File: src/rtl/dmem_pkg.sv
// Shared definitions for the data-memory controller: access-type encodings,
// FSM state encoding and the alignment rule used by the optional misalign check.
package dmem_pkg;

  localparam logic [2:0] DM_WORD   = 3'b000;
  localparam logic [2:0] DM_HALF   = 3'b001;
  localparam logic [2:0] DM_HALF_U = 3'b010;
  localparam logic [2:0] DM_BYTE   = 3'b011;
  localparam logic [2:0] DM_BYTE_U = 3'b100;

  typedef enum logic [1:0] {
    ST_IDLE = 2'd0,
    ST_REQ  = 2'd1,
    ST_DONE = 2'd2
  } state_t;

  // Unknown type codes behave as word accesses, so they need full alignment.
  function automatic logic is_misaligned(input logic [2:0] dm_type, input logic [1:0] off);
    logic mis;
    case (dm_type)
      DM_BYTE, DM_BYTE_U: mis = 1'b0;
      DM_HALF, DM_HALF_U: mis = off[0];
      default:            mis = (off != 2'b00);
    endcase
    return mis;
  endfunction

endpackage

File: src/rtl/dmem_lane.sv
// Combinational byte-lane logic: store aligner (enables + replicated data)
// and load formatter (lane select + sign/zero extension).
module dmem_lane
  import dmem_pkg::*;
(
  input  logic [2:0]  i_st_type,
  input  logic [1:0]  i_st_off,
  input  logic [31:0] i_st_data,
  output logic [3:0]  o_st_be,
  output logic [31:0] o_st_data,
  input  logic [2:0]  i_ld_type,
  input  logic [1:0]  i_ld_off,
  input  logic [31:0] i_ld_word,
  output logic [31:0] o_ld_data
);

  logic [7:0]  w_byte;
  logic [15:0] w_half;

  always_comb begin
    o_st_be   = 4'b1111;
    o_st_data = i_st_data;
    case (i_st_type)
      DM_BYTE, DM_BYTE_U: begin
        o_st_be   = 4'b0001 << i_st_off;
        o_st_data = {4{i_st_data[7:0]}};
      end
      DM_HALF, DM_HALF_U: begin
        o_st_be   = i_st_off[1] ? 4'b1100 : 4'b0011;
        o_st_data = {2{i_st_data[15:0]}};
      end
      default: ;
    endcase
  end

  always_comb begin
    w_byte = i_ld_word[7:0];
    case (i_ld_off)
      2'd1:    w_byte = i_ld_word[15:8];
      2'd2:    w_byte = i_ld_word[23:16];
      2'd3:    w_byte = i_ld_word[31:24];
      default: w_byte = i_ld_word[7:0];
    endcase
    w_half = i_ld_off[1] ? i_ld_word[31:16] : i_ld_word[15:0];
  end

  always_comb begin
    o_ld_data = i_ld_word;
    case (i_ld_type)
      DM_BYTE:   o_ld_data = {{24{w_byte[7]}}, w_byte};
      DM_BYTE_U: o_ld_data = {24'h0, w_byte};
      DM_HALF:   o_ld_data = {{16{w_half[15]}}, w_half};
      DM_HALF_U: o_ld_data = {16'h0, w_half};
      default:   o_ld_data = i_ld_word;
    endcase
  end

endmodule

File: src/rtl/dmem_ctrl.sv
// Data-memory access controller: IDLE/REQ/DONE handshake FSM with bus timeout.
// Define DMEM_MISALIGN_CHECK_EN to reject misaligned half/word accesses without a bus cycle.
//
// state   | meaning
// IDLE    | waiting for a core load/store; stall asserted combinationally on request
// REQ     | bus_req high, bus_* held, waiting for bus_ready or timeout
// DONE    | result valid, stall released for one cycle, core inputs ignored
module dmem_ctrl
  import dmem_pkg::*;
#(
  parameter int TIMEOUT = 255
) (
  input  logic        clk,
  input  logic        rst,
  input  logic        mem_r,
  input  logic        mem_w,
  input  logic [2:0]  dm_type,
  input  logic [31:0] addr,
  input  logic [31:0] wdata,
  output logic [31:0] rdata,
  output logic        stall,
  output logic        err,
  output logic        misalign,
  output logic        bus_req,
  output logic        bus_we,
  output logic [31:0] bus_addr,
  output logic [3:0]  bus_be,
  output logic [31:0] bus_wdata,
  input  logic        bus_ready,
  input  logic [31:0] bus_rdata
);

  localparam logic [15:0] TO_LAST = 16'(TIMEOUT - 1);

  state_t      r_state, w_nxt;
  logic [15:0] r_cnt;
  logic [2:0]  r_type;
  logic [1:0]  r_off;
  logic [31:0] r_rdata;
  logic        r_err, r_misalign;
  logic        r_bus_we;
  logic [31:0] r_bus_addr, r_bus_wdata;
  logic [3:0]  r_bus_be;

  logic        w_acc, w_mis, w_start, w_mis_done, w_timeout;
  logic [3:0]  w_st_be;
  logic [31:0] w_st_data, w_ld_data;

  assign w_acc = mem_r | mem_w;

`ifdef DMEM_MISALIGN_CHECK_EN
  assign w_mis = is_misaligned(dm_type, addr[1:0]);
`else
  assign w_mis = 1'b0;
`endif

  assign w_start    = (r_state == ST_IDLE) & w_acc & ~w_mis;
  assign w_mis_done = (r_state == ST_IDLE) & w_acc & w_mis;
  assign w_timeout  = (r_cnt == TO_LAST);

  dmem_lane u_lane (
    .i_st_type (dm_type),
    .i_st_off  (addr[1:0]),
    .i_st_data (wdata),
    .o_st_be   (w_st_be),
    .o_st_data (w_st_data),
    .i_ld_type (r_type),
    .i_ld_off  (r_off),
    .i_ld_word (bus_rdata),
    .o_ld_data (w_ld_data)
  );

  always_ff @(posedge clk or negedge rst) begin
    if (!rst) r_state <= ST_IDLE;
    else      r_state <= w_nxt;
  end

  always_comb begin
    w_nxt = r_state;
    case (r_state)
      ST_IDLE: if (w_acc) w_nxt = w_mis ? ST_DONE : ST_REQ;
      ST_REQ:  if (bus_ready || w_timeout) w_nxt = ST_DONE;
      ST_DONE: w_nxt = ST_IDLE;
      default: w_nxt = ST_IDLE;
    endcase
  end

  // bus_ready has priority over the timeout when both land in the same cycle.
  always_ff @(posedge clk or negedge rst) begin
    if (!rst) begin
      r_cnt       <= 16'h0;
      r_type      <= DM_WORD;
      r_off       <= 2'b00;
      r_rdata     <= 32'h0;
      r_err       <= 1'b0;
      r_misalign  <= 1'b0;
      r_bus_we    <= 1'b0;
      r_bus_addr  <= 32'h0;
      r_bus_be    <= 4'h0;
      r_bus_wdata <= 32'h0;
    end else if (w_start) begin
      r_cnt       <= 16'h0;
      r_type      <= dm_type;
      r_off       <= addr[1:0];
      r_err       <= 1'b0;
      r_misalign  <= 1'b0;
      r_bus_we    <= mem_w;
      r_bus_addr  <= {addr[31:2], 2'b00};
      r_bus_be    <= mem_w ? w_st_be : 4'b1111;
      r_bus_wdata <= w_st_data;
    end else if (w_mis_done) begin
      r_err      <= 1'b0;
      r_misalign <= 1'b1;
      r_rdata    <= 32'h0;
    end else if (r_state == ST_REQ) begin
      if (bus_ready) begin
        if (!r_bus_we) r_rdata <= w_ld_data;
      end else if (w_timeout) begin
        r_err   <= 1'b1;
        r_rdata <= 32'h0;
      end else begin
        r_cnt <= r_cnt + 16'd1;
      end
    end
  end

  assign stall     = ((r_state == ST_IDLE) & w_acc) | (r_state == ST_REQ);
  assign bus_req   = (r_state == ST_REQ);
  assign bus_we    = r_bus_we;
  assign bus_addr  = r_bus_addr;
  assign bus_be    = r_bus_be;
  assign bus_wdata = r_bus_wdata;
  assign rdata     = r_rdata;
  assign err       = r_err;
  assign misalign  = r_misalign;

endmodule

File: config.mk
export PLATFORM = sky130hd
export DESIGN_NAME = dmem_ctrl
export DESIGN_NICKNAME = d
export VERILOG_FILES = /design/src/rtl/dmem_pkg.sv /design/src/rtl/dmem_lane.sv /design/src/rtl/dmem_ctrl.sv
export SDC_FILE = /design/constraint.sdc
export NUM_CORES = 1
export LEC_CHECK = 0
export CAP_MARGIN = 20
export CORE_ASPECT_RATIO = 0.75
export CORE_MARGIN = 2
export CORE_UTILIZATION = 42
export CTS_BUF_LIST = sky130_fd_sc_hd__clkbuf_8
export DETAILED_ROUTE_END_ITERATION = 8
export PLACE_DENSITY = 0.8
export SLEW_MARGIN = 30
export SYNTH_ARGS = -nofsm -noshare
export SYNTH_HDL_FRONTEND = slang
export SYNTH_SLANG_ARGS = --single-unit
File: constraint.sdc
create_clock -name clk -period 5.3 [get_ports clk]
set_input_delay 1.06 -clock clk [delete_from_list [all_inputs] [get_ports clk]]
set_output_delay 1.06 -clock clk [all_outputs]
set_load 0.02 [all_outputs]
==> flow_summary.toml <==
[setup_path]
r2r-start = "r_cnt[0]"
critPathKind = "in -> out"
critPathLaunchType = "input port"
arrival_ns = 2.61
critPathCaptureType = "output pin"
r2r_setup_slack_ns = 2.98
required_ns = 4.24
r2r-end = "rdata[5]"
crit_fanout = 4
r2r_cells = 7

[pwr]
netSwitchingPower_mw = 1.596
p_per_area_nw_per_um2 = 482.4
p_clk_share_pct = 17.0
irDropWorstVdd_mv = 0.2976
p_sw_share_pct = 39.26
p_seq_share_pct = 37.1
p_leak_nw = 3.652
internal-power_mw = 2.469
power_frac_comb_pct = 45.9

[outcome]
status = "completed"

[logic_synthesis]
synth_area_um2 = 5929
ys_seq_area_share_pct = 51.91
synth_edf_count = 0
yosysUniqueCellTypes = 58
ys.flop_type = "dfrtp_1"
synth_common_cells = "nand2_1 (171), dfrtp_1 (123), nor2_1 (37), clkbuf_1 (31), mux2i_1 (28)"
postSynthAreaPerCell_um2 = 9.382
yosysMostFrequentCell = "nand2_1"
yosys_register_bits = 123
synthArstFlopShare_pct = 100.0
synth_top_area_share_pct = 51.91
ys_warn_count = 0
yosys-top-cells-area = "dfrtp_1 (52%), nand2_1 (11%), mux2i_1 (4.7%)"
synth_area_leader_cell = "dfrtp_1"
synthCells = 632

[global_routing]
grt_pass1_wl_mm = 28.00
antenna_found_initial = 0
grt_max_degree = 82
first_global_vias = 5397
grt.total_usage_pct = 23.57
overflow = 0

[detailed_routing]
wl_mm = 17.29
via_per_inst = 5.464
drtPass1Iterations = 5
drt_iter0_drc = 359
antenna_left = 0
vias = 5502
wire_per_inst_um = 17.17
drcViolationCount = 0

[sta]
setup_slack_ns = 1.629
timing.final.crit_share_pct = 69.27
period_minus_slack_ns = 3.671
worst_pin_slew_ns = 0.8706
slew_headroom_pct = 41.75
finalSetupTns_ns = 0
rsz0062_at_grt = "false"
setup_violations = 0
fmax_mhz = 272.4
final_hold_viol_count = 0
clock_skew_ns = 0.01201
drv_slew = 0

[clocking]
h-tree-depth = 4
clk_latency_ns = 0.43
numCtsBuffers = 17
clkSinkCount = 123
cts_tree = "yes"
cts_buffer_depth = 2
root_buffer = "clkbuf_8"
cts_hold_buffers = 0
post_cts_buffers = 0
cts_resized = 0
clkSlewWorstSetupHoldPaths_ns = 0.06

[job]
cap_violations = 0

[placement]
place_area_um2 = 8105
post-place-ws_ns = 1.633
gp_congestion = 0.8832
port_buffers = 205
dp_hpwl_mm = 12.38

[layout]
nets = 927
drive_above_1_share_pct = 5.649
n_antenna_cell = 0
regArea_um2 = 3079
syn_to_final_growth_pct = 42.12
final_area_um2 = 8427
multi_input_area_um2 = 2670
fill_cells = 1179

[floorplan]
num_rows = 37
initial_utilization_pct = 43.12
dieWidth_um = 141.2
core-area_um2 = 13750
die_h_um = 106.9
ioPinCount = 209
die_area_um2 = 15090

[hold_path]
hp-start = "bus_addr[14]"
whs_path_depth = 2
hold_end = "bus_addr[14]"
min_path_type = "reg -> reg"
critical path, cell delays in order:
cell	delay [ns]
clkdlybuf4s50_1	0.42
or3_1	0.41
nor2b_1	0.17
clkdlybuf4s50_1	0.55
layout by cell type (no fill, tap or decap), types with 8 or more instances in the layout:
| cell | instances |
|---|---|
| clkdlybuf4s50_1 | 204 |
| nand2_1 | 170 |
| dfrtp_1 | 122 |
| nor2_1 | 37 |
| mux2i_1 | 28 |
| o21ai_0 | 25 |
| a21oi_1 | 19 |
| clkbuf_8 | 19 |
| o2bb2ai_1 | 17 |
| inv_1 | 12 |
| nand3_1 | 12 |
| or4_1 | 10 |
| o22ai_1 | 10 |
| a31oi_1 | 9 |
| nor4_1 | 9 |
| a22oi_1 | 8 |
| o31ai_1 | 8 |
| buf_4 | 8 |
logic make-up (layout without fill, tap and decap cells):
logic type | count (synthesis) | in the layout | share of synthesized area (%)
and+or+nand+nor | 285 | 285 | 22.18
AOI/OAI and AO/OA | 134 | 134 | 15.95
buffers and inverters | 54 | 252 | 3.756
adders and majority gates | 3 | 3 | 0.5908
muxes | 29 | 29 | 5.107
other | 1 | 3 | 0.06324
DFF | 123 | 123 | 51.91
xor gates and xnor gates | 3 | 3 | 0.4432
power by group through the flow:
| stage | sequential [mW] | clock [mW] | combinational (mW) |
|---|---|---|---|
| finish | 1.51 | 0.691 | 1.87 |
| global route | 1.56 | 0.749 | 2.01 |
| CTS | 1.51 | 0.704 | 1.88 |
| detailed placement | 1.51 | 0 | 1.87 |
| global placement | 1.51 | 0 | 1.84 |
| floorplan | 1.82 | 0 | 0.650 |
worst max path at each step:
stage	slack (ns)	depth (start not counted)	start	to
after floorplan	2.59	2	mem_r	stall
after global placement	1.65	4	mem_w	stall
after detailed placement	1.63	4	mem_r	stall
after CTS	1.63	4	mem_r	stall
after global routing	1.54	4	mem_w	stall
final	1.63	4	mem_r	stall
cell type report:
class | count | area share, %
clock buffer | 19 | 3.103
clock inverter | 11 | 0.6830
inverter | 10 | 0.4454
multi-input combinational | 457 | 31.69
sequential | 123 | 36.54
tap | 175 | 2.598
timing repair buffer | 212 | 24.94
sequential cells by signal (all words and copies together) (netlist names):
| signal | flops |
|---|---|
| r_type | 3 |
| r_off | 2 |
| r_state | 2 |
| r_cnt | 16 |
| bus_we | 1 |
| err | 1 |
| bus_wdata | 32 |
| rdata | 32 |
| bus_be | 4 |
| bus_addr | 30 |
stage by stage:
| step | utilization [%] | instances | hold WS (ns) | power [mW] |
|---|---|---|---|---|
| 2_1_floorplan | - | 634 | 0.4803 | 2.467 |
| 3_3_place_gp | 58.82 | 977 | 0.4573 | 3.352 |
| 3_5_place_dp | 58.95 | 977 | 0.4617 | 3.386 |
| 4_1_cts | 61.27 | 1007 | 0.4775 | 4.088 |
| 5_1_grt | 61.29 | 1007 | 0.5005 | 4.319 |
| 6_report | 61.29 | 1007 | 0.4708 | 4.065 |
layer usage:
metal / vias up / global-route usage [%] / routed length (um)
met2: 224 / 35.37 / 7776
met5: - / 0 / 0
met1: 2640 / 31.34 / 7497
met4: 0 / 6.571 / 254
li1: 2613 / - / -
met3: 25 / 10.05 / 1761
Power figures use the tool's default switching activity.
